==> src/rtl/nsc8_mem_pkg.sv <==
// nsc8_mem_pkg: shared definitions for the NSC8 memory access path.
//   - state_t    : transaction sequencer states (IDLE -> ACCESS -> RESP).
//   - PORT_CPU   : requester index of the CPU control path.
//   - PORT_LD    : requester index of the program loader/debug port.
package nsc8_mem_pkg;

    typedef enum logic [1:0] {
        ST_IDLE   = 2'd0,
        ST_ACCESS = 2'd1,
        ST_RESP   = 2'd2
    } state_t;

    localparam logic PORT_CPU = 1'b0;
    localparam logic PORT_LD  = 1'b1;

endpackage

==> src/rtl/rr_arbiter_2.sv <==
// rr_arbiter_2: combinational two-way round-robin picker.
//   req0, req1   : pending requests.
//   last_grant   : index of the most recently granted port.
//   lock1        : (ARB_LOCK_EN only) keeps granting port 1 while it owns
//                  the last grant and is still requesting.
//   grant_valid  : at least one request is pending.
//   grant_idx    : index of the winning port.
// Build option: define ARB_LOCK_EN to add the lock1 input.
module rr_arbiter_2
    import nsc8_mem_pkg::*;
(
`ifdef ARB_LOCK_EN
    input  logic lock1,
`endif
    input  logic req0,
    input  logic req1,
    input  logic last_grant,
    output logic grant_valid,
    output logic grant_idx
);

    always_comb begin
        // NOTE: every combinational output gets a default first so no path
        // through the block can leave it unassigned and infer a latch.
        grant_valid = req0 | req1;
        grant_idx   = PORT_CPU;
        if (req0 && req1) begin
            // Tie: the port that did not win last time goes next.
            grant_idx = ~last_grant;
        end else if (req1) begin
            grant_idx = PORT_LD;
        end
`ifdef ARB_LOCK_EN
        // Loader burst: port 1 keeps the bus while it holds the last grant.
        if (lock1 && (last_grant == PORT_LD) && req1) begin
            grant_idx = PORT_LD;
        end
`endif
    end

endmodule

==> src/rtl/ram_access_arbiter.sv <==
// ram_access_arbiter: shares a single-port RAM between the CPU (port 0) and
// the program loader/debug port (port 1). Each access runs IDLE -> ACCESS ->
// RESP; RAM strobes and acks are decoded from state only.
//   clk, reset_n               : clock, asynchronous active-low reset.
//   reqX/weX/addrX/wdataX      : request, write enable, address, write data.
//   ackX                       : one-cycle completion pulse.
//   rdata                      : last read data, valid with the read's ack.
//   ram_address/ram_data_in    : latched address/data driven to the RAM.
//   ram_store/ram_oe           : RAM write strobe / output enable (ACCESS).
//   ram_data_out               : RAM output bus, sampled at the end of ACCESS.
// Build option: define ARB_LOCK_EN to add the lock1 input (loader bursts).
module ram_access_arbiter
    import nsc8_mem_pkg::*;
#(
    parameter int N      = 8,
    parameter int ADDR_W = N / 2
) (
    input  logic              clk,
    input  logic              reset_n,
`ifdef ARB_LOCK_EN
    input  logic              lock1,
`endif
    input  logic              req0,
    input  logic              we0,
    input  logic [ADDR_W-1:0] addr0,
    input  logic [N-1:0]      wdata0,
    output logic              ack0,
    input  logic              req1,
    input  logic              we1,
    input  logic [ADDR_W-1:0] addr1,
    input  logic [N-1:0]      wdata1,
    output logic              ack1,
    output logic [N-1:0]      rdata,
    output logic [ADDR_W-1:0] ram_address,
    output logic [N-1:0]      ram_data_in,
    output logic              ram_store,
    output logic              ram_oe,
    input  logic [N-1:0]      ram_data_out
);

    state_t state, state_nxt;
    logic   last_grant;
    logic   lat_port;
    logic   lat_we;
    logic   grant_valid;
    logic   grant_idx;

    rr_arbiter_2 u_arb (
`ifdef ARB_LOCK_EN
        .lock1       (lock1),
`endif
        .req0        (req0),
        .req1        (req1),
        .last_grant  (last_grant),
        .grant_valid (grant_valid),
        .grant_idx   (grant_idx)
    );

    // State register.
    always_ff @(posedge clk or negedge reset_n) begin
        // NOTE: sequential state uses non-blocking assignments so every
        // register samples pre-edge values regardless of process order.
        if (!reset_n) state <= ST_IDLE;
        else          state <= state_nxt;
    end

    // Next-state logic.
    always_comb begin
        state_nxt = state;
        case (state)
            ST_IDLE:   if (grant_valid) state_nxt = ST_ACCESS;
            ST_ACCESS: state_nxt = ST_RESP;
            ST_RESP:   state_nxt = ST_IDLE;
            default:   state_nxt = ST_IDLE;
        endcase
    end

    // Outputs decoded from state and latched fields only, so requester
    // inputs never reach the RAM strobes combinationally.
    always_comb begin
        ram_store = 1'b0;
        ram_oe    = 1'b0;
        ack0      = 1'b0;
        ack1      = 1'b0;
        case (state)
            ST_ACCESS: begin
                ram_store = lat_we;
                ram_oe    = ~lat_we;
            end
            ST_RESP: begin
                ack0 = (lat_port == PORT_CPU);
                ack1 = (lat_port == PORT_LD);
            end
            default: ;
        endcase
    end

    // Grant latch and read capture. Fields are frozen at grant so later
    // requester changes cannot disturb the access in flight.
    always_ff @(posedge clk or negedge reset_n) begin
        if (!reset_n) begin
            last_grant  <= PORT_LD;     // port 0 wins the first tie
            lat_port    <= PORT_CPU;
            lat_we      <= 1'b0;
            ram_address <= '0;
            ram_data_in <= '0;
            rdata       <= '0;
        end else begin
            if (state == ST_IDLE && grant_valid) begin
                last_grant  <= grant_idx;
                lat_port    <= grant_idx;
                lat_we      <= grant_idx ? we1    : we0;
                ram_address <= grant_idx ? addr1  : addr0;
                ram_data_in <= grant_idx ? wdata1 : wdata0;
            end
            if (state == ST_ACCESS && !lat_we) begin
                rdata <= ram_data_out;
            end
        end
    end

endmodule

==> config.mk <==
export PLATFORM = sky130hd
export DESIGN_NAME = ram_access_arbiter
export DESIGN_NICKNAME = d
export VERILOG_FILES = /design/src/rtl/nsc8_mem_pkg.sv /design/src/rtl/rr_arbiter_2.sv /design/src/rtl/ram_access_arbiter.sv
export SDC_FILE = /design/constraint.sdc
export NUM_CORES = 1
export LEC_CHECK = 0
export CORE_AREA = 3 3 68 70
export DETAILED_ROUTE_END_ITERATION = 12
export DIE_AREA = 0 0 71 73
export GPL_TIMING_DRIVEN = 0
export HOLD_SLACK_MARGIN = 0.08
export SLEW_MARGIN = 20
export SYNTH_ARGS = -nofsm -noshare
export SYNTH_HDL_FRONTEND = slang
export SYNTH_HIERARCHICAL = 1
export SYNTH_SLANG_ARGS = --single-unit
==> constraint.sdc <==
create_clock -name clk -period 2.25 [get_ports clk]
set_input_delay 0.45 -clock clk [delete_from_list [all_inputs] [get_ports clk]]
set_output_delay 0.45 -clock clk [all_outputs]
set_load 0.03 [all_outputs]
==> results of run 1 <==
## sequential cells by signal (all words and copies together) (netlist names)
| name | flops |
|---|---|
| rdata | 8 |
| last_grant | 1 |
| lat_we | 1 |
| ram_address | 4 |
| lat_port | 1 |
| ram_data_in | 8 |
| state | 2 |
## cell families (layout without fill, tap and decap cells)
| group | count (synthesis) | count (layout) | share of synthesized area |
|---|---|---|---|
| AOI/OAI and AO/OA | 1 | 1 | 0.006385 |
| buffers and inverters | 4 | 69 | 0.03510 |
| DFF | 25 | 25 | 0.5330 |
| muxes | 36 | 36 | 0.3734 |
| and+or+nand+nor | 7 | 7 | 0.05214 |
## critical path, delay by kind of cell (launching register included)
kind	cells	cell delay, ps
DFF	1	440
and+or+nand+nor	2	320
buffers and inverters	1	660
## per-layer routing
| layer | vias up | routed length (um) |
|---|---|---|
| met5 | - | 0 |
| met4 | 0 | 34 |
| met3 | 2 | 176 |
| met2 | 35 | 1361 |
| met1 | 393 | 1118 |
| li1 | 389 | - |
## final timing paths
| kind | start | end | slack, ps | depth (start not counted) |
|---|---|---|---|---|
| hold / removal | reset_n | lat_port$_DFFE_PN0P_ | 160 | 1 |
| max in group asynchronous | reset_n | last_grant$_DFFE_PN1P_ | 1720 | 1 |
| setup reg to reg | last_grant$_DFFE_PN1P_ | ram_address[2]$_DFFE_PN0P_ | 660 | 5 |
| hold reg to reg | rdata[1]$_DFFE_PN0P_ | rdata[1]$_DFFE_PN0P_ | 510 | 1 |
| min in group clk | rdata[1]$_DFFE_PN0P_ | rdata[1]$_DFFE_PN0P_ | 510 | 1 |
| setup / recovery | state[0]$_DFFE_PN0P_ | ram_store | 120 | 3 |
## where the power goes
| group | internal (uW) | switching (uW) |
|---|---|---|
| Sequential | 686 | 136 |
| Combinational | 794 | 718 |
| Clock | 123 | 131 |
| Total | 1600 | 986 |
## layout by cell type, fill, tap and decap left out
master | synthesis | final
a21boi_1 | 1 | 1
and2_1 | 1 | 1
and3b_1 | 1 | 1
buf_2 | 0 | 1
buf_4 | 2 | 2
buf_6 | 1 | 1
buf_8 | 1 | 1
clkbuf_8 | 0 | 3
clkdlybuf4s50_1 | 0 | 59
clkinv_2 | 0 | 1
dfrtp_1 | 24 | 24
dfstp_2 | 1 | 1
dlygate4sd2_1 | 0 | 1
mux2_2 | 27 | 27
mux2_4 | 9 | 9
nor2b_1 | 1 | 1
nor3b_1 | 2 | 2
nor3b_4 | 1 | 1
or2_1 | 1 | 1
## area by class of cell
| class | count | area (um2) |
|---|---|---|
| Clock inverter | 1 | 5.005 |
| Multi-Input combinational cell | 44 | 508.0 |
| Sequential cell | 25 | 626.9 |
| Clock buffer | 3 | 41.29 |
| Fill cell | 354 | 2140 |
| Tap cell | 50 | 62.56 |
| Buffer | 4 | 41.29 |
| Timing Repair Buffer | 61 | 604.3 |
## cells in the mapped netlist (all sizes together)
| cell | n |
|---|---|
| mux2 | 36 |
| dfrtp | 24 |
| buf | 4 |
| nor3b | 3 |
| a21boi | 1 |
| and2 | 1 |
| and3b | 1 |
| dfstp | 1 |
| nor2b | 1 |
| or2 | 1 |
## timing repair
item                                    CTS  global route
hold endpoints to repair                  0             0
endpoints found under the setup margin    1             0
gates resized for setup                   1             0
## per-stage QoR
stage / power (uW) / cell area, um2 / cells / hold slack, ps
2_1_floorplan: 1775 / 1176 / 73 / 154.4
3_3_place_gp: 2353 / 1849 / 184 / 490.2
3_5_place_dp: 2368 / 1844 / 184 / 481.9
4_1_cts: 2634 / 1889 / 188 / 189.2
5_1_grt: 2730 / 1889 / 188 / 206.5
6_report: 2590 / 1889 / 188 / 162.8
==> impl_results.md, run 1 <==
* Vias/cell at 4.356
* WL/cell at 14.31 um
* Post-synth net total at 111
* Synthesized area at 1176 um2
* Setup TNS at 0 ps
* P_leak at 0.0007826 uW
* GP Congestion at 0.7390
* Mean Syn Cell Area at 16.11 um2
* GR Util met3 at 0.01515
* Max Freq at 468.7 MHz
* CTS H-tree depth at 1
* Drt first pass iters at 2
* Die Ht at 73 um
* CP max stage delay at 660 ps
* Post-place setup slack at 69.78 ps
* Worst Max-Slew Pin Slew at 547.5 ps
* Area growth syn-to-layout at 60.64%
* Num CTS Buffers at 3
* Die width at 71 um
* Setup WS post-layout at 116.6 ps
* Inserted Diodes at 0
* Total power per unit cell area at 1371 nW/um2
* Initial Utilization at 0.2919
* CP Data Arrival Time at 1680 ps
* GR Util met1 at 0.1227
* Gate Count Post-Synth at 73
* Hold WC Path Type: primary input to asynchronous set/reset pin
* Crit path cell chain: nor2b_1 > and2_1 > clkdlybuf4s50_1
* Via count at 819
* Critical path's slowest cell: clkdlybuf4s50_1
* Layout cells sized above 1 at 0.3406
* TritonCTS clock tree: done
* Initial drt markers at 20
* Post-synth top area share at 0.5106
* Initial antenna violation count at 0
* Clock sinks at 25
* Final hold viol count at 0
* DRC Markers at 0
* Total track usage at 0.1081
* Worst-Skew Late Latency at 260 ps
* Yosys warns at 6
* RSZ-0062 raised after global routing: false
* WL final at 2690 um
* CP Launch Type: flop
* Aggregate global routing overflow at 0
* Register bit total from synthesis at 25
* Netlist cell types at 14
* Buffers on Ports at 61
* Cell taking the most area after synthesis: dfrtp_1
* Num ports at 62
* DIE AREA at 5183 um2
* Required time of the critical path at 1800 ps
* Post-CTS Hold Fix Bufs at 0
* Reg clk slew, reported paths at 80 ps
* Clk buf depth at 2
* Number of global-route vias before repair at 926
* Met2 usage at 0.1998
* Clock Skew at 4.641 ps
* Max Slew Vio Count at 0
* Core ar. at 4029 um2
* Grt peak-use layer: met2
* CP Class: flop to output pin
* Ranking of synthesized cells by area: dfrtp_1 (51%), mux2_2 (26%), mux2_4 (11%), dfstp_2 (2.2%), nor3b_4 (1.6%)
* Outcome: finished clean
* First-pass GRT wire length at 4471 um
* Fin crit share at 0.9482
* Setup bufs post-CTS at 0
* Site Rows at 23
* CTS root buffer: clkbuf_8
* HPWL Detailed at 2052 um
* Largest net degree at the start of global routing at 26
* Max rail drop VDD at 0.6110 mV
* Register area share after synthesis at 0.5330
* Final core utilization at 0.4689
* Final min period at 2133 ps
* Max-slew headroom at 0.6350
* Crit. End Element: output pin
* Nets@finish at 177
* Crit-path max FO at 5
* Number of max-cap violations at 0
* Post-route ant nets at 0
* Final setup viols at 0
(Power assumes the default switching activity.)
==> run 2, diff against run 1 <==
--- a/config.mk
+++ b/config.mk
@@ -5,11 +5,12 @@
 export SDC_FILE = /design/constraint.sdc
 export NUM_CORES = 1
 export LEC_CHECK = 0
-export CORE_AREA = 3 3 68 70
+export CORE_AREA = 3 3 42 81
 export DETAILED_ROUTE_END_ITERATION = 12
-export DIE_AREA = 0 0 71 73
+export DIE_AREA = 0 0 45 84
 export GPL_TIMING_DRIVEN = 0
 export HOLD_SLACK_MARGIN = 0.08
+export PLACE_DENSITY = 0.82
 export SLEW_MARGIN = 20
 export SYNTH_ARGS = -nofsm -noshare
 export SYNTH_HDL_FRONTEND = slang
==> run 2 against run 1 <==
Effect of this change: global-route usage grew 5.0 points; clock skew is essentially flat; non-clock buffer count is the same; sequential power is essentially flat; clock-buffer cell count grew 1; critical endpoint is now ack1; largest cell class unchanged; highest routed layer unchanged.
==> impl_results.md, run 2 (synthesis results as in run 1) <==
* Hold WC Path Type: primary input to asynchronous set/reset pin
* Final hold viol count at 0
* TritonCTS clock tree: done
* Via count at 834
* Total power at 2595 uW
* Sw Ratio at 0.3816
* Vias/cell at 4.994
* Comb power frac at 0.583
* Outcome: finished clean
* CP Data Arrival Time at 1590 ps
* Num CTS Buffers at 3
* Most common cell after layout, fill and taps aside: clkdlybuf4s50_1
* Aggregate global routing overflow at 0
* Number of global-route vias before repair at 958
* Initial Utilization at 0.4145
* Worst-Skew Late Latency at 260 ps
* Clock Skew at 4.632 ps
* Nets@finish at 177
* Final setup viols at 0
* WL/cell at 16.14 um
* Top flop regs: ram_data_in x8, rdata x8, ram_address x4
* Critical path's slowest cell: clkdlybuf4s50_1
* Post-route ant nets at 0
* Initial antenna violation count at 0
* Inserted Diodes at 0
* Total track usage at 0.1583
* Max Freq at 491.3 MHz
* Post-place setup slack at 85.49 ps
* GP Congestion at 0.6895
* CTS H-tree depth at 1
* Layout cells sized above 1 at 0.3333
* HPWL Detailed at 2136 um
* Switch Pwr at 990.5 uW
* Fin crit share at 0.9046
* Largest net degree at the start of global routing at 26
* Reg clk slew, reported paths at 80 ps
* Die Ht at 84 um
* CP Launch Type: flop
* Crit. End Element: output pin
* Max-slew headroom at 0.6297
* Number of max-cap violations at 0
* Total power per unit cell area at 1390 nW/um2
* Die width at 45 um
* Crit path cell chain: and3b_1 > clkdlybuf4s50_1
* Max rail drop VDD at 0.8544 mV
* Num ports at 62
* Hold WS at 167.2 ps
* Final min period at 2035 ps
* P_leak at 0.0008130 uW
* Reg power frac at 0.318
* Setup WS post-layout at 214.7 ps
* CP Class: flop to output pin
* Crit-path max FO at 5
* Initial drt markers at 4
* Clk buf depth at 2
* Int Pwr at 1605 uW
* Placed Area at 1823 um2
* RSZ-0062 raised after global routing: false
* Drt first pass iters at 2
* Clock power frac at 0.098
* DRC Markers at 0
* First-pass GRT wire length at 4512 um
* Setup TNS at 0 ps
* Clock sinks at 25
* DIE AREA at 3780 um2
* Post-CTS Hold Fix Bufs at 0
* Worst Max-Slew Pin Slew at 555.5 ps
* Buffers on Ports at 61
* CP max stage delay at 670 ps
* Max Slew Vio Count at 0
* Final Instance Area at 1867 um2
* Area growth syn-to-layout at 58.72%
* Core ar. at 2838 um2
* Site Rows at 27
* CTS root buffer: clkbuf_8
* WL final at 2696 um
* Required time of the critical path at 1800 ps
* Most frequent cells in the layout: clkdlybuf4s50_1 (57), mux2_2 (27), dfrtp_1 (24), mux2_4 (9), clkbuf_8 (3)
==> run 2: stage by stage <==
stage | utilization | instances
final | 0.6578 | 167
after global routing | 0.6578 | 167
after CTS | 0.6578 | 167
after detailed placement | 0.6424 | 163
after global placement | 0.6424 | 163
after floorplan | - | 73
==> run 2: final cells by class <==
cell class / count / area, um2
buffer: 4 / 41.29
clock buffer: 4 / 45.04
tap: 29 / 36.28
sequential: 25 / 626.9
fill: 214 / 970.9
timing repair buffer: 61 / 609.3
multi-input combinational: 44 / 508.0
==> run 2: power by group through the flow <==
stage                     Clock (uW)  Sequential, uW  Combinational (uW)
after floorplan                    0            1190                 587
after global placement             0             819                1510
after detailed placement           0             834                1540
after CTS                        269             829                1540
after global routing             286             866                1600
final                            255             826                1510
==> run 2: worst max-delay path: cells and delay by family, from the launching register on <==
family	cells	cell delay [ps]
buffers and inverters	1	670
AND/OR/NAND/NOR	1	220
flip-flops	1	440
==> run 2: final timing paths <==
check | slack (ps) | depth (start not counted) | from | endpoint
max | 210 | 2 | state[0]$_DFFE_PN0P_ | ack1
min | 170 | 1 | reset_n | ram_address[0]$_DFFE_PN0P_
max reg2reg | 680 | 5 | last_grant$_DFFE_PN1P_ | ram_address[0]$_DFFE_PN0P_
min reg2reg | 510 | 1 | ram_data_in[1]$_DFFE_PN0P_ | ram_data_in[1]$_DFFE_PN0P_
max in group asynchronous | 1710 | 1 | reset_n | last_grant$_DFFE_PN1P_
min in group clk | 510 | 1 | ram_data_in[1]$_DFFE_PN0P_ | ram_data_in[1]$_DFFE_PN0P_
==> run 2: metal layers <==
| metal | vias up | GRT usage | part of all wire |
|---|---|---|---|
| met5 | - | 0 | 0 |
| met4 | 0 | 0.04000 | 0.0045 |
| met3 | 2 | 0.03240 | 0.070 |
| met2 | 46 | 0.2842 | 0.57 |
| met1 | 397 | 0.1787 | 0.36 |
| li1 | 389 | - | - |
==> run 2: what timing repair did <==
action / CTS / global route
endpoints found under the setup margin: 1 / 2
gates cloned: 0 / 0
resized for setup: 1 / 2
pin swaps: 0 / 0
buffers inserted: 0 / 0
